===== src/rtl/uart_tx_module.sv =====
// UART transmitter: 8 data bits LSB first, optional odd/even parity, 1 or 2 stop bits.
// Every output comes straight from a flop so the line never glitches.
module uart_tx_module #(
    parameter int unsigned CLK_HZ    = 49152000,
    parameter int unsigned BAUD      = 9600,
    parameter int unsigned PARITY    = 0,
    parameter int unsigned STOP_BITS = 1
) (
    input  logic       clk,
    input  logic       reset,
    input  logic       Tx_En_Sig,
    input  logic [7:0] TxData,
    output logic       TXD,
    output logic       Tx_Busy,
    output logic       Tx_Done_Sig
);

    localparam int unsigned BIT_CYCLES = CLK_HZ / BAUD;
    localparam int unsigned CNT_W      = (BIT_CYCLES > 2) ? $clog2(BIT_CYCLES) : 1;
    localparam logic [CNT_W-1:0] CNT_LAST = CNT_W'(BIT_CYCLES - 1);

    typedef enum logic [2:0] {
        S_IDLE  = 3'd0,
        S_START = 3'd1,
        S_DATA  = 3'd2,
        S_PAR   = 3'd3,
        S_STOP  = 3'd4
    } state_e;

    state_e           state_q, state_d;
    logic [CNT_W-1:0] cnt_q, cnt_d;
    logic [2:0]       idx_q, idx_d;
    logic             stop_q, stop_d;
    logic [7:0]       data_q, data_d;
    logic             txd_q, txd_d;
    logic             busy_q, busy_d;
    logic             done_q, done_d;
    logic             bit_end_c;
    logic             par_bit_c;

    // Last clock of the current bit period
    assign bit_end_c = (cnt_q == CNT_LAST);

    // Odd parity inverts the even (XOR) parity of the latched byte
    assign par_bit_c = (PARITY == 1) ? ~(^data_q) : (^data_q);

    // State and output registers; reset aborts any frame and parks the line high
    always_ff @(posedge clk or negedge reset) begin
        if (!reset) begin
            state_q <= S_IDLE;
            cnt_q   <= '0;
            idx_q   <= '0;
            stop_q  <= 1'b0;
            data_q  <= '0;
            txd_q   <= 1'b1;
            busy_q  <= 1'b0;
            done_q  <= 1'b0;
        end else begin
            state_q <= state_d;
            cnt_q   <= cnt_d;
            idx_q   <= idx_d;
            stop_q  <= stop_d;
            data_q  <= data_d;
            txd_q   <= txd_d;
            busy_q  <= busy_d;
            done_q  <= done_d;
        end
    end

    // Next-state and next-output logic; the registered TXD value is the bit being sent
    always_comb begin
        state_d = state_q;
        cnt_d   = bit_end_c ? '0 : cnt_q + CNT_W'(1);
        idx_d   = idx_q;
        stop_d  = stop_q;
        data_d  = data_q;
        txd_d   = txd_q;
        busy_d  = busy_q;
        done_d  = 1'b0;

        unique case (state_q)
            S_IDLE: begin
                cnt_d  = '0;
                txd_d  = 1'b1;
                busy_d = 1'b0;
                if (Tx_En_Sig) begin
                    data_d  = TxData;
                    state_d = S_START;
                    txd_d   = 1'b0;
                    busy_d  = 1'b1;
                end
            end
            S_START: begin
                if (bit_end_c) begin
                    state_d = S_DATA;
                    idx_d   = '0;
                    txd_d   = data_q[0];
                end
            end
            S_DATA: begin
                if (bit_end_c) begin
                    if (idx_q == 3'd7) begin
                        idx_d  = '0;
                        stop_d = 1'b0;
                        if (PARITY != 0) begin
                            state_d = S_PAR;
                            txd_d   = par_bit_c;
                        end else begin
                            state_d = S_STOP;
                            txd_d   = 1'b1;
                        end
                    end else begin
                        idx_d = idx_q + 3'd1;
                        txd_d = data_q[idx_q + 3'd1];
                    end
                end
            end
            S_PAR: begin
                if (bit_end_c) begin
                    state_d = S_STOP;
                    stop_d  = 1'b0;
                    txd_d   = 1'b1;
                end
            end
            S_STOP: begin
                txd_d = 1'b1;
                if (bit_end_c) begin
                    if ((STOP_BITS == 2) && !stop_q) begin
                        stop_d = 1'b1;
                    end else begin
                        state_d = S_IDLE;
                        stop_d  = 1'b0;
                        busy_d  = 1'b0;
                        done_d  = 1'b1;
                    end
                end
            end
            default: begin
                state_d = S_IDLE;
                cnt_d   = '0;
                txd_d   = 1'b1;
                busy_d  = 1'b0;
            end
        endcase
    end

    assign TXD         = txd_q;
    assign Tx_Busy     = busy_q;
    assign Tx_Done_Sig = done_q;

endmodule


===== config.mk =====
export PLATFORM = sky130hd
export DESIGN_NAME = uart_tx_module
export DESIGN_NICKNAME = d
export VERILOG_FILES = /design/src/rtl/uart_tx_module.sv
export SDC_FILE = /design/constraint.sdc
export NUM_CORES = 1
export LEC_CHECK = 0
export CORE_ASPECT_RATIO = 0.9
export CORE_MARGIN = 10
export CORE_UTILIZATION = 50
export DETAILED_ROUTE_END_ITERATION = 6
export PLACE_DENSITY = 0.71
export SETUP_SLACK_MARGIN = 0.1
export SYNTH_ARGS = -nofsm -noshare
export SYNTH_HDL_FRONTEND = slang
export SYNTH_SLANG_ARGS = --single-unit

===== constraint.sdc =====
create_clock -name clk -period 1.9 [get_ports clk]
set_input_delay 0.285 -clock clk [delete_from_list [all_inputs] [get_ports clk]]
set_output_delay 0.285 -clock clk [all_outputs]
set_load 0.05 [all_outputs]

; After elaboration in Yosys (flattened, before gate mapping)
; Index checks and enable logic that the tools add are counted.
[totals]
regBits = 30
out_inout_bits = 3
elab_cells = 57
[classes]
addsub = 2
bitwise_logic = 1
n_lt_le_gt_ge = 1
n_reduce_logical = 9
n_mux = 25
eq_ne = 12
[op_table]
columns = op, n
row1 = 2-to-1 mux 13 bit, 2
row2 = 2-to-1 mux 3 bit, 8
row3 = one-hot mux 3 bit (5 select lines), 1
row4 = "adder 13 x 1 -> 13 bit, second input constant", 1
row5 = "equality test 13 bit, second input constant", 1
row6 = "!= test 2 bit, second input constant", 6
row7 = 2-to-1 mux 1 bit, 10
row8 = "equality test 3 x 2 -> 1 bit, second input constant", 2
row9 = "equality test 3 bit, second input constant", 2
row10 = one-hot mux 3 bit (2 select lines), 1
row11 = AND reduction 3 bit, 2
row12 = AND reduction 6 bit, 1
row13 = "less-than comparator 3 x 4 -> 1 bit, second input constant", 1
row14 = one-hot mux 1 bit (4 select lines), 1
row15 = AND reduction 2 bit, 2
row16 = OR reduction 4 bit, 1
row17 = "adder 3 x 1 -> 3 bit, second input constant", 1
row18 = binary-select mux 1 bit (select 3 bit), 1
row19 = "equality test 3 x 1 -> 1 bit, second input constant", 1
row20 = zero test 3 bit, 1
row21 = one-hot mux 1 bit (3 select lines), 1
row22 = OR reduction 3 bit, 1
row23 = nonzero test 2 bit, 1
row24 = inverter 1 bit, 1

; Logic depth before layout (Yosys ltp)
[logic_depth]
ltp_word = 6
depth_mapped = 7
mapped_depth_nobuf = 6

; Worst setup path after synthesis
; No wires, ideal clock.
[synth_path]
path_type = register to register
startpoint = register cnt_q[0]
endpoint = register cnt_q[10]
arrival_time_ps = 1824
slack_ps = -45
period_less_slack_ps = 1945
setup_time_ps = 121
path_buffers = 2
required_time_ps = 1779
stages_incl_launch_ff = 8
path_cell_list = dfrtp_1 > ha_1 > nand3_1 > or4_4 > buf_2 > nand2_1 > buf_2 > nor2_1
[synth_via]
elab_chain_len = 3
[synth_rtl]
columns = item, line
row1 = start: declaration, 31  ; logic [CNT_W-1:0] cnt_q, cnt_d;
row2 = start signal: assignment, 60  ; cnt_q <= cnt_d;
row3 = adder 13 x 1 -> 13 bit / equality test 13 bit (equally long branches), "73, 42"
row4 = 2-to-1 mux 13 bit (*), 73  ; cnt_d = bit_end_c ? '0 : cnt_q + CNT_W'(1);
row5 = 2-to-1 mux 13 bit (*), 81  ; unique case (state_q)
row6 = net cnt_d[10], 31
; The timed path passes the listed nets; every way through them passes the cells marked *.
; A chain may end at the register's enable or synchronous reset.

; Worst setup path in the final report
[layout_path]
startpoint = register cnt_q[10]
endpoint = register state_q[2]
[layout_via]
elab_chain_len = 3
[layout_rtl]
columns = item, line
row1 = equality test 13 bit (*), 42  ; assign bit_end_c = (cnt_q == CNT_LAST);
row2 = != test 2 bit (no line), -
row3 = AND reduction 6 bit (no line) (*), -
row4 = end signal: assignment, 59  ; state_q <= state_d;
row5 = end: declaration, 30  ; state_e state_q, state_d;
; Mark *: on every way between the ends. The rest lies on a longest branch, timed or not.

==> results.py <==
metrics = {
    "cells_and_area": {
        "instances_no_fill": 212,
        "n_fill_cell": 226,
        "syn_to_final_growth_pct": 29.32,
        "fin_area_mm2": 0.001921,
        "drive_gt1_share_pct": 26.74,
        "antenna_cells": 0,
        "nets": 186,
    },
    "place": {
        "gp_congestion": 0.7884,
        "placed_area_mm2": 0.001725,
        "post-dp-hpwl_mm": 2.025,
        "numPortBuffers": 13,
        "post-place-cells": 195,
    },
    "clocking": {
        "cts.path.max_buffers": 2,
        "cts_hold_buffers": 0,
        "cts_tree": "done",
        "cts_sinks": 30,
        "clk_pin_slew_ns": 0.09,
        "htree_levels": 2,
        "root_buffer": "clkbuf_4",
        "cts_buffers": 5,
        "insertion_delay_ns": 0.33,
    },
    "yosys": {
        "synth_common_cells": "dfrtp_1 (29), nor2_1 (19), xnor2_1 (11)",
        "synth_top_area_share_pct": 48.86,
        "synth.avg_cell_area_um2": 10.53,
        "synth_nets": 155,
        "synth_top_cell_by_area": "dfrtp_1",
        "synth_cells": 141,
        "synth-main-ff-cell": "dfrtp_1",
        "synth_most_common_cell": "dfrtp_1",
        "ys_warn_count": 0,
        "synth-edff-count": 0,
        "synth.distinct_cells": 37,
        "netlist_area_mm2": 0.001485,
        "synthArstFlopShare_pct": 100.0,
        "yosysSeqAreaShare_pct": 50.63,
        "synth_area_leaders": "dfrtp_1 (49%), xnor2_1 (6.5%), mux2_2 (6.1%)",
        "ys_seq_elements": 30,
    },
    "grt": {
        "grt_pass1_wl_mm": 5.064,
        "grt_use_total_pct": 11.06,
        "grt_max_degree": 31,
        "antenna_found_initial": 0,
        "grt_pass1_vias": 1122,
        "grt_overflow": 0,
    },
    "outcome": {
        "status": "finished with violations",
        "violations": "negative setup slack",
    },
    "timing": {
        "final.setup.tns_ns": -0.01112,
        "setup_violations": 1,
        "fin_ws_ns": -0.01112,
        "post-route-period-util_pct": 100.6,
        "hold_violations": 0,
        "tightest_slew_ns": 0.4914,
        "fmax_mhz": 523.3,
        "finalCriticalPeriod_ns": 1.911,
        "skew_ns": 0.007176,
        "slew_viol_final": 0,
        "relSlewSlack_pct": 67.14,
        "rsz0062_at_grt": "true",
    },
    "critical_path": {
        "cpPeakStageDelay_ns": 0.49,
        "timing.critical_path.arrival_ns": 2.18,
        "crit_required_ns": 2.17,
        "cp-end-kind": "flop",
        "cp_slowest_cell": "or4b_1",
        "path_cells": "or3b_4, or4_4, or4b_1, nand2_1",
        "startpoint_type": "flop",
        "crit_fanout": 6,
        "crit_type": "reg2reg",
    },
    "route": {
        "drc_errors": 0,
        "first_pass_iters": 4,
        "routedWlPerCell_um": 15.02,
        "antenna_left": 0,
        "wirelength_mm": 3.185,
        "first_iter_violations": 143,
        "vias": 1184,
        "viasPerCell": 5.585,
    },
    "die": {
        "rows": 18,
        "start_util_pct": 53.18,
        "die_y_um": 71.71,
        "core_area_mm2": 0.002793,
        "dieArea_mm2": 0.005554,
        "ios": 14,
        "die_x_um": 77.45,
    },
    "run": {
        "drv_cap": 0,
    },
    "power_and_ir_drop": {
        "powerDensity_mw_per_mm2": 636.6,
        "power_leakage_nw": 0.8298,
        "vdd_drop_max_v": 0.0004698,
    },
    "worst_hold_path": {
        "hold_class": "in2async",
    },
}
[routing by layer]
layer / global-route usage [%] / vias up / part of all wire (%)
met1: 13.93 / 573 / 46
met2: 16.60 / 43 / 44
met3: 3.990 / 11 / 7.9
met5: 0 / - / 0
li1: - / 557 / -
met4: 5.061 / 0 / 2.2
[layout make-up]
| type | instances | area, um2 | share of cell area, % |
|---|---|---|---|
| multi-input cells | 101 | 764.5 | 39.80 |
| flip-flops and latches | 30 | 752.0 | 39.15 |
| repair buffers | 31 | 261.5 | 13.62 |
| clock buffers | 6 | 51.30 | 2.671 |
| well taps | 40 | 50.05 | 2.606 |
| clock inverters | 1 | 30.03 | 1.564 |
| inverters | 3 | 11.26 | 0.5863 |
[where the power goes]
group | switching, W | total, W | internal [W]
clock network | 0.000217 | 0.000523 | 0.000306
registers | 0.00000461 | 0.000651 | 0.000647
logic | 0.0000190 | 0.0000482 | 0.0000292
[worst paths after layout]
path / to / depth (start not counted) / slack, ns / startpoint
min in group clk: data_q[2] / 1 / 0.51 / data_q[2]
worst max register to register: state_q[2] / 4 / -0.01 / cnt_q[10]
worst max-delay path: state_q[2] / 4 / -0.01 / cnt_q[10]
worst min register to register: data_q[2] / 1 / 0.51 / data_q[2]
worst min-delay path: cnt_q[6] / 2 / 0.33 / reset
max in group asynchronous: TXD / 2 / 1.25 / reset
[registers in the layout (all words and copies together), names as in the netlist]
signal and count:
idx_q 3, Tx_Done_Sig 1, TXD 1, Tx_Busy 1, state_q 3, data_q 8, cnt_q 13
[cells by family after synthesis]
family / Yosys count / synth area share, %
compound gates: 14 / 6.487
buf+inv: 11 / 2.948
flops: 30 / 50.63
fa+ha+maj: 3 / 2.528
simple gates: 58 / 20.14
xor+xnor: 13 / 7.666
mux: 12 / 9.604
[critical path, delay by kind of cell (launching register included)]
| family | cells | cell delay, ns |
|---|---|---|
| AND/OR/NAND/NOR | 4 | 1.45 |
| flip-flops | 1 | 0.40 |
[cells in the final DEF, fill, tap and decap left out, drive strengths merged, types with 2 or more instances in the layout]
cell           Yosys  routed
dfrtp             29      29
nor2              19      19
buf                2      19
xnor2             11      11
clkdlybuf4s50      0      11
nand2             10      10
nand3             10      10
mux2               8       8
clkbuf             6       6
nor4               3       3
nor3               3       3
inv                3       3
mux2i              3       3
o21ai              3       3
o31ai              3       3
or4                2       3
ha                 3       3
xor2               2       2
o22ai              2       2
or3                2       2
nor4b              2       2
[timing repair]
| action | 4_1_cts | 5_1_grt |
|---|---|---|
| endpoints found under the hold margin | 0 | 0 |
| buffers inserted | 4 | 5 |
| gates cloned | 0 | 1 |
| resized for setup | 3 | 6 |
| endpoints found under the setup margin | 20 | 21 |
| pin swaps | 0 | 4 |
[stage by stage]
stage | setup slack [ns] | power (W) | util [%] | hold slack, ns
6_report | -0.01112 | 0.001223 | 68.77 | 0.3290
4_1_cts | -0.007977 | 0.001227 | 66.35 | 0.3583
5_1_grt | -0.06103 | 0.001260 | 68.77 | 0.3857
2_1_floorplan | 0.1065 | 0.0006751 | - | -0.01059
3_5_place_dp | -0.01288 | 0.0007139 | 61.78 | 0.4973
3_3_place_gp | 0.01472 | 0.0007121 | 61.78 | 0.4947
Note: power is estimated with default switching activity, not from simulation.
